==> src/rtl/exc_pc_ctrl.sv <==
// Exception/interrupt sequencer for the single-cycle MIPS next-PC select.
// Arbitrates decoder PCSrc, synchronized edge-triggered irq and illegal-opcode traps.
module exc_pc_ctrl #(
  parameter int SYNC_STAGES = 2,
  parameter int HOLDOFF     = 1
) (
  input  logic        clk,
  input  logic        reset,
  input  logic [31:0] pc,
  input  logic [2:0]  pcsrc_dec,
  input  logic        illegal_op,
  input  logic        irq,
  output logic [2:0]  PCSrc,
  output logic        xp_we,
  output logic [31:0] xp_data,
  output logic        abort,
  output logic        kernel,
  output logic        irq_pending,
  output logic        double_fault
);

  localparam logic [2:0] PCSRC_ILLOP = 3'b100;
  localparam logic [2:0] PCSRC_XADR  = 3'b101;
  localparam logic       HOLDOFF_EN  = (HOLDOFF > 0);
  localparam logic [3:0] HOLDOFF_RELOAD = HOLDOFF_EN ? 4'(HOLDOFF - 1) : 4'd0;

  logic [SYNC_STAGES-1:0] sync_r;
  logic                   irq_prev_r;
  logic                   irq_pending_r;
  logic [3:0]             holdoff_cnt_r;
  logic                   kernel_q_r;
  logic                   double_fault_r;

  logic        kernel_s;
  logic        irq_s;
  logic        irq_edge_s;
  logic        leaving_kernel_s;
  logic        irq_allowed_s;
  logic        take_irq_s;
  logic [31:0] pc_plus4_s;
  logic [2:0]  pcsrc_s;
  logic        xp_we_s;
  logic [31:0] xp_data_s;
  logic        abort_s;

  assign kernel_s         = pc[31];
  assign irq_s            = sync_r[SYNC_STAGES-1];
  assign irq_edge_s       = irq_s & ~irq_prev_r;
  assign leaving_kernel_s = kernel_q_r & ~kernel_s;
  assign irq_allowed_s    = ~kernel_s & (holdoff_cnt_r == 4'd0) & ~(leaving_kernel_s & HOLDOFF_EN);
  assign pc_plus4_s       = pc + 32'd4;

  // Priority arbitration: user trap, kernel trap, interrupt, then decoder passthrough.
  always_comb begin
    pcsrc_s    = pcsrc_dec;
    xp_we_s    = 1'b0;
    xp_data_s  = pc_plus4_s;
    abort_s    = 1'b0;
    take_irq_s = 1'b0;
    if (illegal_op) begin
      pcsrc_s = PCSRC_XADR;
      xp_we_s = ~kernel_s;
      abort_s = 1'b1;
    end else if (irq_pending_r && irq_allowed_s) begin
      pcsrc_s    = PCSRC_ILLOP;
      xp_we_s    = 1'b1;
      xp_data_s  = pc;
      abort_s    = 1'b1;
      take_irq_s = 1'b1;
    end else begin
      pcsrc_s = pcsrc_dec;
    end
  end

  // Irq synchronizer chain and previous-sample register for edge detection.
  always_ff @(posedge clk or negedge reset) begin
    if (!reset) begin
      sync_r     <= '0;
      irq_prev_r <= 1'b0;
    end else begin
      sync_r     <= {sync_r[SYNC_STAGES-2:0], irq};
      irq_prev_r <= irq_s;
    end
  end

  // Pending latch: a fresh edge wins over the clear from a taken interrupt.
  always_ff @(posedge clk or negedge reset) begin
    if (!reset) begin
      irq_pending_r <= 1'b0;
    end else if (irq_edge_s) begin
      irq_pending_r <= 1'b1;
    end else if (take_irq_s) begin
      irq_pending_r <= 1'b0;
    end else begin
      irq_pending_r <= irq_pending_r;
    end
  end

  // Kernel history and user-mode holdoff counter after leaving the kernel.
  always_ff @(posedge clk or negedge reset) begin
    if (!reset) begin
      kernel_q_r    <= 1'b0;
      holdoff_cnt_r <= 4'd0;
    end else begin
      kernel_q_r <= kernel_s;
      if (leaving_kernel_s && HOLDOFF_EN) begin
        holdoff_cnt_r <= HOLDOFF_RELOAD;
      end else if (holdoff_cnt_r != 4'd0 && !kernel_s) begin
        holdoff_cnt_r <= holdoff_cnt_r - 4'd1;
      end else begin
        holdoff_cnt_r <= holdoff_cnt_r;
      end
    end
  end

  // Sticky flag for an undefined instruction executed inside the kernel.
  always_ff @(posedge clk or negedge reset) begin
    if (!reset) begin
      double_fault_r <= 1'b0;
    end else if (illegal_op && kernel_s) begin
      double_fault_r <= 1'b1;
    end else begin
      double_fault_r <= double_fault_r;
    end
  end

  assign PCSrc        = pcsrc_s;
  assign xp_we        = xp_we_s;
  assign xp_data      = xp_data_s;
  assign abort        = abort_s;
  assign kernel       = kernel_s;
  assign irq_pending  = irq_pending_r;
  assign double_fault = double_fault_r;

endmodule
==> config.mk <==
export PLATFORM = sky130hd
export DESIGN_NAME = exc_pc_ctrl
export DESIGN_NICKNAME = d
export VERILOG_FILES = /design/src/rtl/exc_pc_ctrl.sv
export SDC_FILE = /design/constraint.sdc
export NUM_CORES = 1
export LEC_CHECK = 0
export BUFFER_PORTS_ARGS = -buffer_cell sky130_fd_sc_hd__clkbuf_2
export CAP_MARGIN = 25
export CORE_AREA = 2 2 60 62
export DETAILED_ROUTE_END_ITERATION = 8
export DIE_AREA = 0 0 62 64
export PLACE_DENSITY = 0.71
export SLEW_MARGIN = 10
export SYNTH_ARGS = -nofsm -noshare
export SYNTH_HDL_FRONTEND = slang
export SYNTH_SLANG_ARGS = --single-unit
==> constraint.sdc <==
create_clock -name clk -period 1.94 [get_ports clk]
set_input_delay 0.291 -clock clk [delete_from_list [all_inputs] [get_ports clk]]
set_output_delay 0.291 -clock clk [all_outputs]
set_load 0.05 [all_outputs]
==> flow_summary_export.csv, run 1 <==
group,metric,value,unit
synth,synth.area.top_cells,"dfrtp_1, xnor2_1, xor2_1, nand4_1, nand2_1",
global_routing,antenna_found_initial,0,
synth,synth_area_leader_cell,"dfrtp_1",
synth,synth.mux.area_fraction,0.9317,%
synth,synth_xor_area_share,20.29,%
place,io_buffers,74,
synth,ys_types,34,
synth,synth_seq_cells,10,
run_status,status,"stopped before the end",
floorplan,start_util,36.80,%
place,dp_slack,-0.4085,ns
floorplan,die_h,64,um
synth,syn-num-nets,198,
floorplan,rows,21,
cts,cts_buffer_depth,2,
cts,numCtsBuffers,3,
run_status,stop_stage,"global routing",
synth,synthSimpleGateAreaFrac,43.17,%
synth,seq_area_frac_synth,20.70,%
synth,synth_compound_area_share,5.176,%
place,gp_congestion,0.8405,
place,place_area,0.002683,mm^2
cts,cts.htree.levels,1,
floorplan,io_pins,79,
synth,avgSynthCellArea,7.698,um^2
synth,synth_cells,157,
place,post-dp-hpwl,4111,um
synth,synth_area,0.001209,mm^2
floorplan,die_width,62,um
synth,synthAdderAreaFrac,2.070,%
cts,cts_sinks,10,
synth,synth_top_family_by_area,"simple AND/OR/NAND/NOR gates",
global_routing,grt_max_degree,12,
run_status,tool.error,"[ERROR DPL-0033] detailed placement checks failed during check placement.",
cts,cts-root-buf,"clkbuf_4",
sta,endpoint_type,"output port",
synth,synth.top_cell.area_share,20.70,%
synth,yosys_warnings,0,
sta,crit_endpoint,"xp_data[15]",
==> synthesized netlist by cell type <==
master    instances
nor3b_1           1
xor2_1           12
a21o_1            2
buf_6             2
or3b_2            2
nor2_1           11
a31oi_1           1
or2_1             1
o21ai_0           6
and2_1            3
nor3_1            9
nand2b_1          1
nand3_2           1
nand2_1          18
nor4_2            3
nor4b_1           2
nand4b_1          3
or4b_4            1
or4_1             1
buf_2             2
nand3_1           7
and4_1            3
xnor2_1          16
dfrtp_1          10
o21ai_1           1
and3_1            5
nor4_1            2
nor2_2            1
buf_4             4
ha_1              2
mux2_2            1
inv_1             8
o22ai_1           1
nand4_1          14
==> through the flow <==
stage          hold slack (ns)  cells
2_1_floorplan        -0.004591    157
3_3_place_gp            0.1584    333
3_5_place_dp            0.1636    333
4_1_cts                 0.1296    342
==> cells by family after synthesis <==
| group | Yosys count |
|---|---|
| compound gates | 11 |
| xor+xnor | 28 |
| mux | 1 |
| flops | 10 |
| buf+inv | 16 |
| simple gates | 89 |
| fa+ha+maj | 2 |
==> repair_timing <==
action | CTS
hold buffers | 1
buffers inserted | 3
gates resized for setup | 78
endpoints found under the hold margin | 10
endpoints found under the setup margin | 35
pin swaps | 14
cloned | 1
==> inputs of run 2 (changes only) <==
- CORE_AREA: 2 2 60 62 -> 2 2 63 65
- DIE_AREA: 0 0 62 64 -> 0 0 65 67
- PLACE_DENSITY: 0.71 -> unset
- PLACE_DENSITY_LB_ADDON: unset -> 0.15
- clock period: 1.94 -> 2.52 ns (I/O delays scaled with it)
==> run 2 against run 1 <==
The flow now finishes, with violations (hold timing). Area after synthesis unchanged. Synthesized cell count stayed put.
==> flow_summary_export.csv, run 2 <==
group,metric,value,unit
run_status,status,"finished with violations",
run_status,violations,"hold timing",
drt,drt_wl_total,3926,um
synth,synth.most_common_cell,"nand2_1",
sta,worst_slack,0.007939,ns
place,gp_congestion,0.8683,
sta,worstMarginPinSlew,0.3482,ns
final_layout,fin_nets,307,
synth,synth_area,0.001209,mm^2
global_routing,grt_max_degree,12,
floorplan,die_width,65,um
global_routing,first_global_vias,1504,
pwr,sw_frac_of_total,44.17,%
pwr,irDropWorstVdd,0.5303,mV
critical_path,cp-end-kind,"output port",
floorplan,io_pins,79,
critical_path,critPathLaunchType,"register",
global_routing,grt.total_usage,19.09,%
critical_path,reg2reg_slack,0.79,ns
sta,worst_clock_skew,0.004627,ns
critical_path,crit_family,"simple AND/OR/NAND/NOR gates",
sta,slew_viol_final,0,
sta,setup_viol_count_final,0,
critical_path,path_cells,"inv_2 > ha_4 > or3b_4 > or2_4 > buf_6 > nand4b_1 > xnor2_1 > bufbuf_16",
critical_path,max_stage_delay,0.39,ns
cts,cts-root-buf,"clkbuf_8",
synth,synth_area_leader_cell,"dfrtp_1",
critical_path,cp.required,2.14,ns
pwr,power,1.246,mW
global_routing,grt_pass1_wl,6479,um
critical_path,path_max_fanout,5,
drt,drc,0,
critical_path,r2r.worst_path.cells,8,
final_layout,final_cell_mix,"clkbuf_2, buf_4, nand2_1",
floorplan,core_area,0.003606,mm^2
synth,avgSynthCellArea,7.698,um^2
synth,yosys_warnings,0,
global_routing,overflow,0,
final_layout,reg_top3,"holdoff_cnt_r x4, sync_r x2",
drt,antenna_left,0,
sta,period_minus_slack,2.512,ns
synth,synth_seq_cells,10,
drt,wl_per_cell,12.54,um
floorplan,die_h,67,um
synth,ys_types,34,
critical_path,worstPathArrival,2.13,ns
cts,cts_sinks,10,
critical_path,worst-setup-path-type,"reg -> out",
synth,synth.top_cell.area_share,20.70,%
global_routing,antenna_found_initial,0,
synth,synth.area.top_cells,"dfrtp_1, xnor2_1, xor2_1, nand4_1, nand2_1",
cts,numCtsBuffers,3,
final_layout,antenna_cells,0,
pwr,p_comb_share,65.9,%
final_layout,drive_gt1_share,58.87,%
floorplan,rows,22,
critical_path,rr_endpoint,"irq_pending",
job,maxCapViolCount,0,
drt,via_per_inst,4.955,
synth,syn-num-nets,198,
critical_path,path_buf_inv,3,
sta,rsz0062_at_grt,"true",
sta,fmax,398.1,MHz
synth,synth_ff_type,"dfrtp_1",
synth,synth_edf_count,0,
pwr,power.density,524.1,mW/mm^2
final_layout,largest-register,"holdoff_cnt_r",
pwr,power_switching,0.5503,mW
final_layout,areaGrowthSynthToFinish,96.69,%
critical_path,rr_startpoint,"holdoff_cnt_r[1]",
synth,synth_cells,157,
sta,holdWs,-0.004577,ns
floorplan,start_util,33.52,%
cts,cts.htree.levels,1,
pwr,intPower,0.6957,mW
cts,cts_tree,"built",
sta,hold_viol_final,4,
place,io_buffers,74,
cts,clk_latency,0.24,ns
final_layout,largest_reg_flops,4,
synth,async_flop_share,100.0,%
cts,cts_hold_buf,0,
synth,seq_area_frac_synth,20.70,%
pwr,p_seq_share,17.9,%
cts,cts_buffer_depth,2,
drt,num_vias,1551,
sta,setup_tns,0,ns
place,dp_slack,-0.06389,ns
pwr,total_leakage_power,1.112,nW
sta,fin_crit_sh,99.68,%
critical_path,cp_slowest_cell,"dfrtp_1",
floorplan,fp.dieArea,0.004355,mm^2
final_layout,final_common_cell,"clkbuf_2",
synth,ys_top_cells_by_count,"nand2_1, xnor2_1, nand4_1",
min_path,hold_path.class,"in -> async",
place,post-dp-hpwl,3242,um
cts,clk_pin_slew,0.05,ns
drt,drtPass1Iterations,4,
pwr,clkPwrFrac,16.2,%
sta,slew_headroom,76.61,%
drt,drt_iter0_drc,82,
[run 2: cell counts after synthesis]
No cell type changed its count.
[run 2: cell families after synthesis]
| family | after synthesis | synth area share [%] |
|---|---|---|
| AOI/OAI and AO/OA | 11 | 5.176 |
| xor gates and xnor gates | 28 | 20.29 |
| adders and majority gates | 2 | 2.070 |
| buffers and inverters | 16 | 7.661 |
| DFF | 10 | 20.70 |
| muxes | 1 | 0.9316 |
| and+or+nand+nor | 89 | 43.17 |
[run 2: layer usage]
metal	up-vias	GRT usage, %	part of all wire [%]
met5	-	0	0
met4	0	7.713	1.7
met3	6	0.8446	6.2
met2	60	35.05	52
met1	718	23.31	40
li1	767	-	-
[run 2: final cells by class]
class | count | area [um^2]
clock buffer | 4 | 55.05
multi-input combinational | 131 | 1100
inverter | 8 | 30.03
fill | 331 | 1229
sequential | 10 | 250.2
tap | 48 | 60.06
timing repair buffer | 112 | 882.1
[run 2: timing repair]
item	CTS	global route
buffers inserted	4	3
hold endpoints to repair	0	0
cloned	1	0
pin swaps	7	5
setup endpoints to repair	30	26
gates resized for setup	39	31
[run 2: how the worst max path moves through the flow]
stage                                 from           to  slack [ns]  cells after the start
after floorplan                irq_pending        xp_we      -0.007                      5
after CTS                            pc[2]  xp_data[16]       0.004                      7
after global routing      holdoff_cnt_r[1]  xp_data[25]        -0.1                      8
after global placement    holdoff_cnt_r[1]  xp_data[12]        0.01                      9
final                     holdoff_cnt_r[1]  xp_data[25]       0.008                      8
after detailed placement             pc[2]  xp_data[16]       -0.06                      7
[run 2: through the flow]
step                utilization (%)  cells  cell area (um^2)  hold slack, ns
global placement              56.84    301              2049          0.2605
global route                  65.93    313              2377         0.01614
detailed placement            56.84    301              2049          0.2602
CTS                           63.60    310              2293       0.0003089
finish                        65.93    313              2377       -0.004577
floorplan                         -    157              1366         0.08241
[run 2: worst register-to-register path, delay by kind of cell (launching register included)]
family / cells / cell delay, ns
adder cells (fa/ha/maj): 1 / 0.13
flip-flops: 1 / 0.39
AND/OR/NAND/NOR: 3 / 0.69
buffers and inverters: 3 / 0.34
AO/OA/AOI/OAI: 1 / 0.07
[run 2: power groups by stage]
stage,registers [mW],logic [mW],clock network (mW)
final,0.224,0.821,0.202
after global placement,0.223,0.671,0
after detailed placement,0.223,0.678,0
after CTS,0.222,0.780,0.209
after floorplan,0.239,0.403,0
after global routing,0.229,0.890,0.214
Note: power is estimated with default switching activity, not from simulation.
